$ cat src/rtl/cpu_ctrl_sequencer_if.sv
// Handshake, CPU-control and bus signals between the instruction source, the sequencer and cpu_8bit_top.
// slave = sequencer side, master = instruction source / datapath side.
interface cpu_ctrl_sequencer_if;
  logic       instr_valid;
  logic       instr_ready;
  logic [7:0] instr;
  logic [7:0] imm;

  logic       rsp_valid;
  logic       rsp_ready;
  logic [7:0] rsp_data;
  logic [4:0] rsp_flags;

  logic       a_wrtn;
  logic       b_wrtn;
  logic       a_rdn;
  logic       b_rdn;
  logic [3:0] alu_opcode;
  logic       cin;
  logic       alu_sel;
  logic       alu_flag_sel;

  logic [7:0] bus_data;
  logic       bus_oe;
  logic [7:0] bus_sample;
  logic       zr;
  logic       ng;
  logic       pa;
  logic       co;
  logic       of;

  modport slave (
    input  instr_valid, instr, imm, rsp_ready, bus_sample, zr, ng, pa, co, of,
    output instr_ready, rsp_valid, rsp_data, rsp_flags,
    output a_wrtn, b_wrtn, a_rdn, b_rdn, alu_opcode, cin, alu_sel, alu_flag_sel,
    output bus_data, bus_oe
  );

  modport master (
    output instr_valid, instr, imm, rsp_ready, bus_sample, zr, ng, pa, co, of,
    input  instr_ready, rsp_valid, rsp_data, rsp_flags,
    input  a_wrtn, b_wrtn, a_rdn, b_rdn, alu_opcode, cin, alu_sel, alu_flag_sel,
    input  bus_data, bus_oe
  );
endinterface

$ cat src/rtl/cpu_ctrl_sequencer.sv
// Micro-sequencer that turns LDA/LDB/ALU/RD instructions into cpu_8bit_top strobes and returns results.
// Optional macro CTRL_FLAG_CAPTURE_EN: adds the FCAP state and reports ALU flags in the response.
module cpu_ctrl_sequencer #(
  parameter int unsigned WRITE_CYCLES = 1,
  parameter int unsigned READ_CYCLES  = 1,
  parameter int unsigned ALU_SETTLE   = 2
) (
  input logic                 clk,
  input logic                 rst,
  cpu_ctrl_sequencer_if.slave ctl
);
  typedef enum logic [3:0] {IDLE, LOAD, TURN, READ, SETUP, EXEC, FLAG, FCAP, RESP} state_t;

  state_t      state_reg;
  logic [15:0] cnt_reg;
  logic [7:0]  imm_reg;
  logic        a_wrtn_reg;
  logic        b_wrtn_reg;
  logic        a_rdn_reg;
  logic        b_rdn_reg;
  logic [3:0]  opcode_reg;
  logic        cin_reg;
  logic        alu_sel_reg;
  logic        flag_sel_reg;
  logic [7:0]  bus_data_reg;
  logic        bus_oe_reg;
  logic        rsp_valid_reg;
  logic [7:0]  rsp_data_reg;
`ifdef CTRL_FLAG_CAPTURE_EN
  logic [4:0]  rsp_flags_reg;
`endif

  always_ff @(posedge clk or posedge rst) begin
    if (rst) begin
      state_reg     <= IDLE;
      cnt_reg       <= '0;
      imm_reg       <= '0;
      a_wrtn_reg    <= 1'b1;
      b_wrtn_reg    <= 1'b1;
      a_rdn_reg     <= 1'b1;
      b_rdn_reg     <= 1'b1;
      opcode_reg    <= '0;
      cin_reg       <= 1'b0;
      alu_sel_reg   <= 1'b0;
      flag_sel_reg  <= 1'b0;
      bus_data_reg  <= '0;
      bus_oe_reg    <= 1'b0;
      rsp_valid_reg <= 1'b0;
      rsp_data_reg  <= '0;
`ifdef CTRL_FLAG_CAPTURE_EN
      rsp_flags_reg <= '0;
`endif
    end else begin
      case (state_reg)
        IDLE: begin
          if (ctl.instr_valid) begin
            imm_reg <= ctl.imm;
`ifdef CTRL_FLAG_CAPTURE_EN
            rsp_flags_reg <= '0;
`endif
            case (ctl.instr[7:6])
              2'b00, 2'b01: begin
                state_reg    <= LOAD;
                cnt_reg      <= 16'(WRITE_CYCLES - 1);
                bus_oe_reg   <= 1'b1;
                bus_data_reg <= ctl.imm;
                a_wrtn_reg   <= ctl.instr[6];
                b_wrtn_reg   <= ~ctl.instr[6];
              end
              2'b11: begin
                state_reg <= READ;
                cnt_reg   <= 16'(READ_CYCLES - 1);
                a_rdn_reg <= ctl.instr[0];
                b_rdn_reg <= ~ctl.instr[0];
              end
              default: begin
                state_reg  <= SETUP;
                cnt_reg    <= 16'(ALU_SETTLE - 1);
                opcode_reg <= ctl.instr[3:0];
                cin_reg    <= ctl.instr[4];
              end
            endcase
          end
        end
        LOAD: begin
          if (cnt_reg == '0) begin
            // TURN gives the bus one idle cycle before anyone else may drive or read it
            state_reg    <= TURN;
            bus_oe_reg   <= 1'b0;
            bus_data_reg <= '0;
            a_wrtn_reg   <= 1'b1;
            b_wrtn_reg   <= 1'b1;
          end else begin
            cnt_reg <= cnt_reg - 16'd1;
          end
        end
        TURN: begin
          state_reg     <= RESP;
          rsp_valid_reg <= 1'b1;
          rsp_data_reg  <= imm_reg;
        end
        READ: begin
          if (cnt_reg == '0) begin
            state_reg     <= RESP;
            rsp_data_reg  <= ctl.bus_sample;
            rsp_valid_reg <= 1'b1;
            a_rdn_reg     <= 1'b1;
            b_rdn_reg     <= 1'b1;
          end else begin
            cnt_reg <= cnt_reg - 16'd1;
          end
        end
        SETUP: begin
          if (cnt_reg == '0) begin
            state_reg   <= EXEC;
            alu_sel_reg <= 1'b1;
          end else begin
            cnt_reg <= cnt_reg - 16'd1;
          end
        end
        EXEC: begin
          state_reg    <= FLAG;
          rsp_data_reg <= ctl.bus_sample;
          alu_sel_reg  <= 1'b0;
          flag_sel_reg <= 1'b1;
        end
        FLAG: begin
          flag_sel_reg <= 1'b0;
          opcode_reg   <= '0;
          cin_reg      <= 1'b0;
`ifdef CTRL_FLAG_CAPTURE_EN
          state_reg    <= FCAP;
`else
          state_reg     <= RESP;
          rsp_valid_reg <= 1'b1;
`endif
        end
`ifdef CTRL_FLAG_CAPTURE_EN
        FCAP: begin
          // flag register was loaded by the FLAG-cycle pulse, so it is valid here
          state_reg     <= RESP;
          rsp_flags_reg <= {ctl.of, ctl.co, ctl.pa, ctl.ng, ctl.zr};
          rsp_valid_reg <= 1'b1;
        end
`endif
        RESP: begin
          if (ctl.rsp_ready) begin
            state_reg     <= IDLE;
            rsp_valid_reg <= 1'b0;
          end
        end
        default: state_reg <= IDLE;
      endcase
    end
  end

  assign ctl.instr_ready  = (state_reg == IDLE) && !rst;
  assign ctl.rsp_valid    = rsp_valid_reg;
  assign ctl.rsp_data     = rsp_data_reg;
`ifdef CTRL_FLAG_CAPTURE_EN
  assign ctl.rsp_flags    = rsp_flags_reg;
`else
  assign ctl.rsp_flags    = 5'b0;
`endif
  assign ctl.a_wrtn       = a_wrtn_reg;
  assign ctl.b_wrtn       = b_wrtn_reg;
  assign ctl.a_rdn        = a_rdn_reg;
  assign ctl.b_rdn        = b_rdn_reg;
  assign ctl.alu_opcode   = opcode_reg;
  assign ctl.cin          = cin_reg;
  assign ctl.alu_sel      = alu_sel_reg;
  assign ctl.alu_flag_sel = flag_sel_reg;
  assign ctl.bus_data     = bus_data_reg;
  assign ctl.bus_oe       = bus_oe_reg;
endmodule

$ cat src/flat_wrapper.sv
// flat-port wrapper written by rule: the top's interface ports become plain ports
module cpu_ctrl_sequencer_flat 
#(
  parameter int unsigned WRITE_CYCLES = 1,
  parameter int unsigned READ_CYCLES  = 1,
  parameter int unsigned ALU_SETTLE   = 2
)
  (clk, rst, ctl_instr_valid, ctl_instr, ctl_imm, ctl_rsp_ready, ctl_bus_sample, ctl_zr, ctl_ng, ctl_pa, ctl_co, ctl_of, ctl_instr_ready, ctl_rsp_valid, ctl_rsp_data, ctl_rsp_flags, ctl_a_wrtn, ctl_b_wrtn, ctl_a_rdn, ctl_b_rdn, ctl_alu_opcode, ctl_cin, ctl_alu_sel, ctl_alu_flag_sel, ctl_bus_data, ctl_bus_oe);
  cpu_ctrl_sequencer_if ctl_i ();
  input logic clk;
  input logic rst;
  input wire logic [$bits(ctl_i.instr_valid)-1:0] ctl_instr_valid;
  input wire logic [$bits(ctl_i.instr)-1:0] ctl_instr;
  input wire logic [$bits(ctl_i.imm)-1:0] ctl_imm;
  input wire logic [$bits(ctl_i.rsp_ready)-1:0] ctl_rsp_ready;
  input wire logic [$bits(ctl_i.bus_sample)-1:0] ctl_bus_sample;
  input wire logic [$bits(ctl_i.zr)-1:0] ctl_zr;
  input wire logic [$bits(ctl_i.ng)-1:0] ctl_ng;
  input wire logic [$bits(ctl_i.pa)-1:0] ctl_pa;
  input wire logic [$bits(ctl_i.co)-1:0] ctl_co;
  input wire logic [$bits(ctl_i.of)-1:0] ctl_of;
  output wire logic [$bits(ctl_i.instr_ready)-1:0] ctl_instr_ready;
  output wire logic [$bits(ctl_i.rsp_valid)-1:0] ctl_rsp_valid;
  output wire logic [$bits(ctl_i.rsp_data)-1:0] ctl_rsp_data;
  output wire logic [$bits(ctl_i.rsp_flags)-1:0] ctl_rsp_flags;
  output wire logic [$bits(ctl_i.a_wrtn)-1:0] ctl_a_wrtn;
  output wire logic [$bits(ctl_i.b_wrtn)-1:0] ctl_b_wrtn;
  output wire logic [$bits(ctl_i.a_rdn)-1:0] ctl_a_rdn;
  output wire logic [$bits(ctl_i.b_rdn)-1:0] ctl_b_rdn;
  output wire logic [$bits(ctl_i.alu_opcode)-1:0] ctl_alu_opcode;
  output wire logic [$bits(ctl_i.cin)-1:0] ctl_cin;
  output wire logic [$bits(ctl_i.alu_sel)-1:0] ctl_alu_sel;
  output wire logic [$bits(ctl_i.alu_flag_sel)-1:0] ctl_alu_flag_sel;
  output wire logic [$bits(ctl_i.bus_data)-1:0] ctl_bus_data;
  output wire logic [$bits(ctl_i.bus_oe)-1:0] ctl_bus_oe;
  assign ctl_i.instr_valid = ctl_instr_valid;
  assign ctl_i.instr = ctl_instr;
  assign ctl_i.imm = ctl_imm;
  assign ctl_i.rsp_ready = ctl_rsp_ready;
  assign ctl_i.bus_sample = ctl_bus_sample;
  assign ctl_i.zr = ctl_zr;
  assign ctl_i.ng = ctl_ng;
  assign ctl_i.pa = ctl_pa;
  assign ctl_i.co = ctl_co;
  assign ctl_i.of = ctl_of;
  assign ctl_instr_ready = ctl_i.instr_ready;
  assign ctl_rsp_valid = ctl_i.rsp_valid;
  assign ctl_rsp_data = ctl_i.rsp_data;
  assign ctl_rsp_flags = ctl_i.rsp_flags;
  assign ctl_a_wrtn = ctl_i.a_wrtn;
  assign ctl_b_wrtn = ctl_i.b_wrtn;
  assign ctl_a_rdn = ctl_i.a_rdn;
  assign ctl_b_rdn = ctl_i.b_rdn;
  assign ctl_alu_opcode = ctl_i.alu_opcode;
  assign ctl_cin = ctl_i.cin;
  assign ctl_alu_sel = ctl_i.alu_sel;
  assign ctl_alu_flag_sel = ctl_i.alu_flag_sel;
  assign ctl_bus_data = ctl_i.bus_data;
  assign ctl_bus_oe = ctl_i.bus_oe;
  cpu_ctrl_sequencer #(.WRITE_CYCLES(WRITE_CYCLES), .READ_CYCLES(READ_CYCLES), .ALU_SETTLE(ALU_SETTLE)) u_core (.clk(clk), .rst(rst), .ctl(ctl_i));
endmodule
$ cat config.mk
export PLATFORM = sky130hd
export DESIGN_NAME = cpu_ctrl_sequencer_flat
export DESIGN_NICKNAME = d
export VERILOG_FILES = /design/src/rtl/cpu_ctrl_sequencer_if.sv /design/src/rtl/cpu_ctrl_sequencer.sv /design/src/flat_wrapper.sv
export SDC_FILE = /design/constraint.sdc
export NUM_CORES = 1
export LEC_CHECK = 0
export ABC_AREA = 1
export BUFFER_PORTS_ARGS = -buffer_cell sky130_fd_sc_hd__buf_2
export CELL_PAD_IN_SITES_DETAIL_PLACEMENT = 2
export CELL_PAD_IN_SITES_GLOBAL_PLACEMENT = 2
export CORE_UTILIZATION = 33
export DETAILED_ROUTE_END_ITERATION = 7
export PLACE_DENSITY = 0.94
export SLEW_MARGIN = 20
export SYNTH_ARGS = -nofsm -noshare
export SYNTH_HDL_FRONTEND = slang
export SYNTH_SLANG_ARGS = --single-unit
$ cat constraint.sdc
create_clock -name clk -period 5.3 [get_ports clk]
set_input_delay 1.06 -clock clk [delete_from_list [all_inputs] [get_ports clk]]
set_output_delay 1.06 -clock clk [all_outputs]
set_load 0.02 [all_outputs]
* Word level (Yosys, flattened, before mapping)
Cells that the tools add are included.
Storage, ports and cells: register bits 57, output and inout bits 35
Operators by class: $add $sub $neg 1, eq/ne operators 18, mux-type cells 44, bitwise gates (word level) 2, reduce and logical (&&, ||, !) cells 26
Operators with widths (number):
- two-way mux 16 bit | 2
- two-way mux 8 bit | 4
- case mux 16 bit (2 select lines) | 1
- two-way mux 4 bit | 7
- case mux 4 bit (7 select lines) | 1
- case mux 8 bit (3 select lines) | 1
- logical NOT 16 bit | 1
- two-way mux 1 bit | 16
- case mux 1 bit (2 select lines) | 8
- case mux 8 bit (2 select lines) | 1
- subtractor 16 x 1 -> 16 bit (second input constant) | 1
- == test 4 x 3 -> 1 bit (second input constant) | 3
- != test 2 bit (second input constant) | 6
- nonzero test 2 bit | 6
- AND reduction 3 bit | 3
- == test 4 x 2 -> 1 bit (second input constant) | 2
- case mux 4 bit (2 select lines) | 1
- AND reduction 4 bit | 2
- != test 2 x 1 -> 1 bit (second input constant) | 3
- case mux 3 bit (2 select lines) | 1
- AND reduction 2 bit | 3
- nonzero test 3 bit | 2
- OR reduction 3 bit | 2
- AND reduction 5 bit | 1
- other kinds (11) | 13

* Logic depth before layout (Yosys ltp)
word-level depth 5, gate-level depth with buffers 10, mapped depth without buffers 10

* Least setup slack after synthesis
OpenSTA, ideal clock, no wires.
path type input-to-output, from input rst, to output ctl_instr_ready, arrival time 1.353 ns, path slack 2.887 ns, stages 1, cells stage by stage nor2_1
On the way: word-level cells in the longest chain between the ends 2
Ends and longest elaborated chain:
- start: declaration | line flat_wrapper.sv:11 | input logic rst;
- logical NOT 1 bit | line cpu_ctrl_sequencer.sv:157 | assign ctl.instr_ready = (state_reg == IDLE) && !rst;
- logical AND 1 bit | line cpu_ctrl_sequencer.sv:157
- end: declaration | line flat_wrapper.sv:22 | output wire logic [$bits(ctl_i.instr_ready)-1:0] ctl_instr_ready;
Every way passes these cells.

* Worst setup path after layout
from input ctl_instr_valid, to register u_core.bus_data_reg[7], in the netlist u_core.ctl.bus_data[7]
On the way: word-level cells in the longest chain between the ends 2
Ends and longest elaborated chain:
- start: declaration | line flat_wrapper.sv:12 | input wire logic [$bits(ctl_i.instr_valid)-1:0] ctl_instr_valid;
- != test 2 bit (no source line)
- AND reduction 4 bit (no source line)
- end signal: assignment | line cpu_ctrl_sequencer.sv:66 | bus_data_reg <= ctl.imm;
- end: declaration | line cpu_ctrl_sequencer.sv:25 | logic [7:0] bus_data_reg;
Every way passes these cells. A chain may end at the register's enable or synchronous reset.

==> summary by stage <==
Worst setup path
The number of cell instances on the worst register-to-register path is 6. The capture point of the critical path is u_core.ctl.bus_data[7]$_DFFE_PP0P_. The data arrival time of the critical path is around 2.8 ns. The path type of the worst setup path is primary input to flip-flop. STA classifies the critical path startpoint as a primary input. The capture point of the worst reg-to-reg path is u_core.ctl.bus_data[7]$_DFFE_PP0P_.

Of all nets on the critical path, the largest fanout is 25. The startpoint of the lowest-slack register-to-register path is u_core.state_reg[1]$_DFFE_PP0P_. The worst endpoint required time is 5.53 ns. The critical path starts at ctl_instr_valid. The slack of the worst reg-to-reg path is 2.75 ns. The sort of element at the end of the critical path is a flip-flop.

Yosys
The post-synthesis cell count is roughly 400. The post-synthesis register bit count is 57. Yosys printed 0 warnings. In the synthesized netlist the dominant register cell turns out to be sky130_fd_sc_hd__dfrtp_1. The post-synthesis sequential area ratio is 0.4563.

The fraction of registers with async set or reset after synthesis is 1.000. The mapped cell area is 3137 um^2. In this run, synthesis inferred 0 flip-flops with an integrated enable. The post-synthesis cell type count is 34.

The average footprint of a synthesized cell is a little under 8 um^2.

Die
The core area is about 9200 um^2. The boundary pin count is 68. The total number of placement rows is 35.

The chip width is 99.50 um. The starting utilization of the core area is 0.3395. The area of the die is ~9900 um^2.

The chip height is a little under 100 um.

Cells and area
For this run, the post-layout net count is 491. Measured on the finished design, the core utilization comes to 0.3991. The number of antenna diodes in the final layout is 0. The register with the most flip-flops in the layout has 16 of them.

From synthesis to final layout, the design area changed by 17.55%. Leaving out fill and tap cells, the most frequent cell in the layout is sky130_fd_sc_hd__nand2_1. In the layout the commonest cells are sky130_fd_sc_hd__nand2_1 (100), sky130_fd_sc_hd__buf_2 (56), sky130_fd_sc_hd__dfrtp_1 (53).

Of the cells placed in the final design, the portion with a size suffix greater than 1 is 0.2597.

CTS
The tree is rooted in a sky130_fd_sc_hd__clkbuf_8. In this run the post-CTS setup repair buffer count came out at 0. The depth of the CTS H-tree is 3. After clock tree synthesis, the repair step resized 0 gates.

The maximum buffer depth of the clock tree is 2. The TritonCTS buffer count is 9. After clock tree synthesis, the clock-pin slew on the worst setup and hold paths is 0.08 ns. The number of buffers inserted for hold repair after clock tree synthesis is 0. The tree built by TritonCTS fans out to 57 sinks.

The TritonCTS clock tree is yes. The worst-skew pair later-pin latency is between 0.3 and 0.4 ns.

Power and ir drop
The power after layout is 2748 uW. The power density normalized to cell area is around 750 nW/um^2. VDD sags by at most roughly 0.22 mV. The leakage dissipation is 0.001908 uW.

Worst hold path
The worst min-delay path class is flip-flop to flip-flop. The beginning of the worst hold path is u_core.ctl.alu_flag_sel$_DFFE_PP0P_.

Global routing
The total global routing overflow is 0. The number of antenna violations at the first check in global routing was 0. The via count of the first global-routing pass is 3284. The busiest layer in global routing is met2. The maximum number of pins on one net before global-route repair is 58. The first global-routing pass estimated 17330 um of wire.

In the global route stage, met1 resource usage came out at 0.2615. The met2 demand-to-capacity share in global routing is 0.4156. The total routing resource utilization after global routing is 0.2331.

The met3 layer usage reported by global route is 0.05200.

Timing
The total of endpoints with negative setup slack in the final report is 0. The maximum achievable frequency is 0.3886 GHz. Final hold analysis gives a worst-case slack of 0.5013 ns.

Setup repair after global routing left no endpoint under its margin. The count of endpoints failing hold in the final timing report is 0. The normalized max-slew margin is 0.4076. The minimum period implied by the final worst setup slack is about 2.6 ns. The transition at the pin with the smallest max-transition slack is between 0.8 and 0.9 ns. The final-layout setup total negative slack is 0 ns. Of the available clock period, the critical path in the final layout requires 0.4856. For the final database, setup skew stands at around 0.016 ns. The max-slew violation count is 0.

Drt
The remaining antenna violation count is 0. In the routed design, unresolved DRC markers number 0. Wires add up to 10660 um. The via density per instance is 4.971. Dividing the detail-routed wire length by the instance count gives 18.04 um. The first routing iteration left about 100 violations. The first-pass iteration count of the detailed router is 4. Summing over every cut layer, the via total after detailed routing is about 2900.

Placed design
The estimated wirelength of the detail-placed design is around 7000 um. Routability-driven placement finished with a final weighted congestion of 0.7775. The count of port buffers added during placement is 56.

Status
The flow ran to the end, and the final reports show no timing, DRC or antenna violations.

Flow run
Across the run, the number of max-cap violations was 0.
-- how the worst min path moves through the flow --
stage                                           to  slack [ns]  depth (start not counted)
4_1_cts               u_core.ctl.b_rdn$_DFFE_PP1P_        0.50                          2
2_1_floorplan        u_core.cnt_reg[0]$_DFFE_PP0P_        0.48                          2
3_5_place_dp         u_core.ctl.a_wrtn$_DFFE_PP1P_        0.49                          2
3_3_place_gp   u_core.ctl.alu_flag_sel$_DFFE_PP0P_        0.45                          2
6_report       u_core.ctl.alu_flag_sel$_DFFE_PP0P_        0.50                          2
5_1_grt              u_core.ctl.b_wrtn$_DFFE_PP1P_        0.52                          2
-- cell type report --
class	count	area, um^2
clock inverters	5	55.05
inverters	42	157.7
flip-flops and latches	57	1431
clock buffers	11	141.4
fillers	1079	5553
repair buffers	57	287.8
multi-input cells	290	1453
well taps	129	161.4
-- layer usage --
| metal | share of wire | vias up |
|---|---|---|
| li1 | - | 1374 |
| met1 | 0.40 | 1475 |
| met2 | 0.53 | 66 |
| met3 | 0.031 | 23 |
| met4 | 0.032 | 0 |
| met5 | 0 | - |
-- stage by stage --
| step | cells | area, um^2 | setup slack (ns) |
|---|---|---|---|
| 3_5_place_dp | 575 | 3491 | 2.443 |
| 3_3_place_gp | 575 | 3491 | 2.588 |
| 4_1_cts | 591 | 3687 | 2.733 |
| 6_report | 591 | 3687 | 2.726 |
| 2_1_floorplan | 403 | 3152 | 2.847 |
| 5_1_grt | 591 | 3687 | 2.516 |
-- worst max-delay path: stages --
cell                      delay, ns
sky130_fd_sc_hd__buf_2         0.10
sky130_fd_sc_hd__inv_1         0.05
sky130_fd_sc_hd__nor2_2        0.69
sky130_fd_sc_hd__nand2_1       0.54
sky130_fd_sc_hd__nand3_1       0.26
sky130_fd_sc_hd__nand2_1       0.10
-- cell families after synthesis --
| kind of cell | count (synthesis) | share of synthesized area |
|---|---|---|
| buffers and inverters | 56 | 0.08536 |
| AND/OR/NAND/NOR | 229 | 0.3395 |
| other | 1 | 0.001196 |
| AO/OA/AOI/OAI | 50 | 0.09972 |
| XOR/XNOR | 5 | 0.01396 |
| adder cells (fa/ha/maj) | 1 | 0.003988 |
| flip-flops | 57 | 0.4563 |
-- cells in the mapped netlist (2+ instances only) --
library cell                 n  area (um^2)
sky130_fd_sc_hd__nand3_1    45        225.2
sky130_fd_sc_hd__dfrtp_1    53         1326
sky130_fd_sc_hd__o21ai_0    18        90.09
sky130_fd_sc_hd__xnor2_1     4        35.03
sky130_fd_sc_hd__nor2_2      3        18.77
sky130_fd_sc_hd__nand2_2    16        100.1
sky130_fd_sc_hd__buf_6       2        22.52
sky130_fd_sc_hd__nor3b_1     2        15.01
sky130_fd_sc_hd__inv_1      39        146.4
sky130_fd_sc_hd__o21a_1      8        60.06
sky130_fd_sc_hd__nand3_2     4        40.04
sky130_fd_sc_hd__nor2_4      3        33.78
sky130_fd_sc_hd__inv_2       3        11.26
sky130_fd_sc_hd__clkbuf_1    4        15.01
sky130_fd_sc_hd__nand2_1   100        375.4
sky130_fd_sc_hd__buf_4       5        37.54
sky130_fd_sc_hd__nor2_1     50        187.7
sky130_fd_sc_hd__buf_8       2        30.03
sky130_fd_sc_hd__a31oi_1     2        12.51
sky130_fd_sc_hd__o21ai_2     9        78.83
sky130_fd_sc_hd__dfstp_2     4        105.1
sky130_fd_sc_hd__a21oi_1    11        55.05
-- report_power, final --
group / switching (uW) / internal, uW / leakage, uW
registers: 148 / 636 / 0.000707
clock network: 196 / 228 / 0.0000953
logic: 1080 / 457 / 0.00111
No activity file was read; power rests on OpenSTA's default activity.
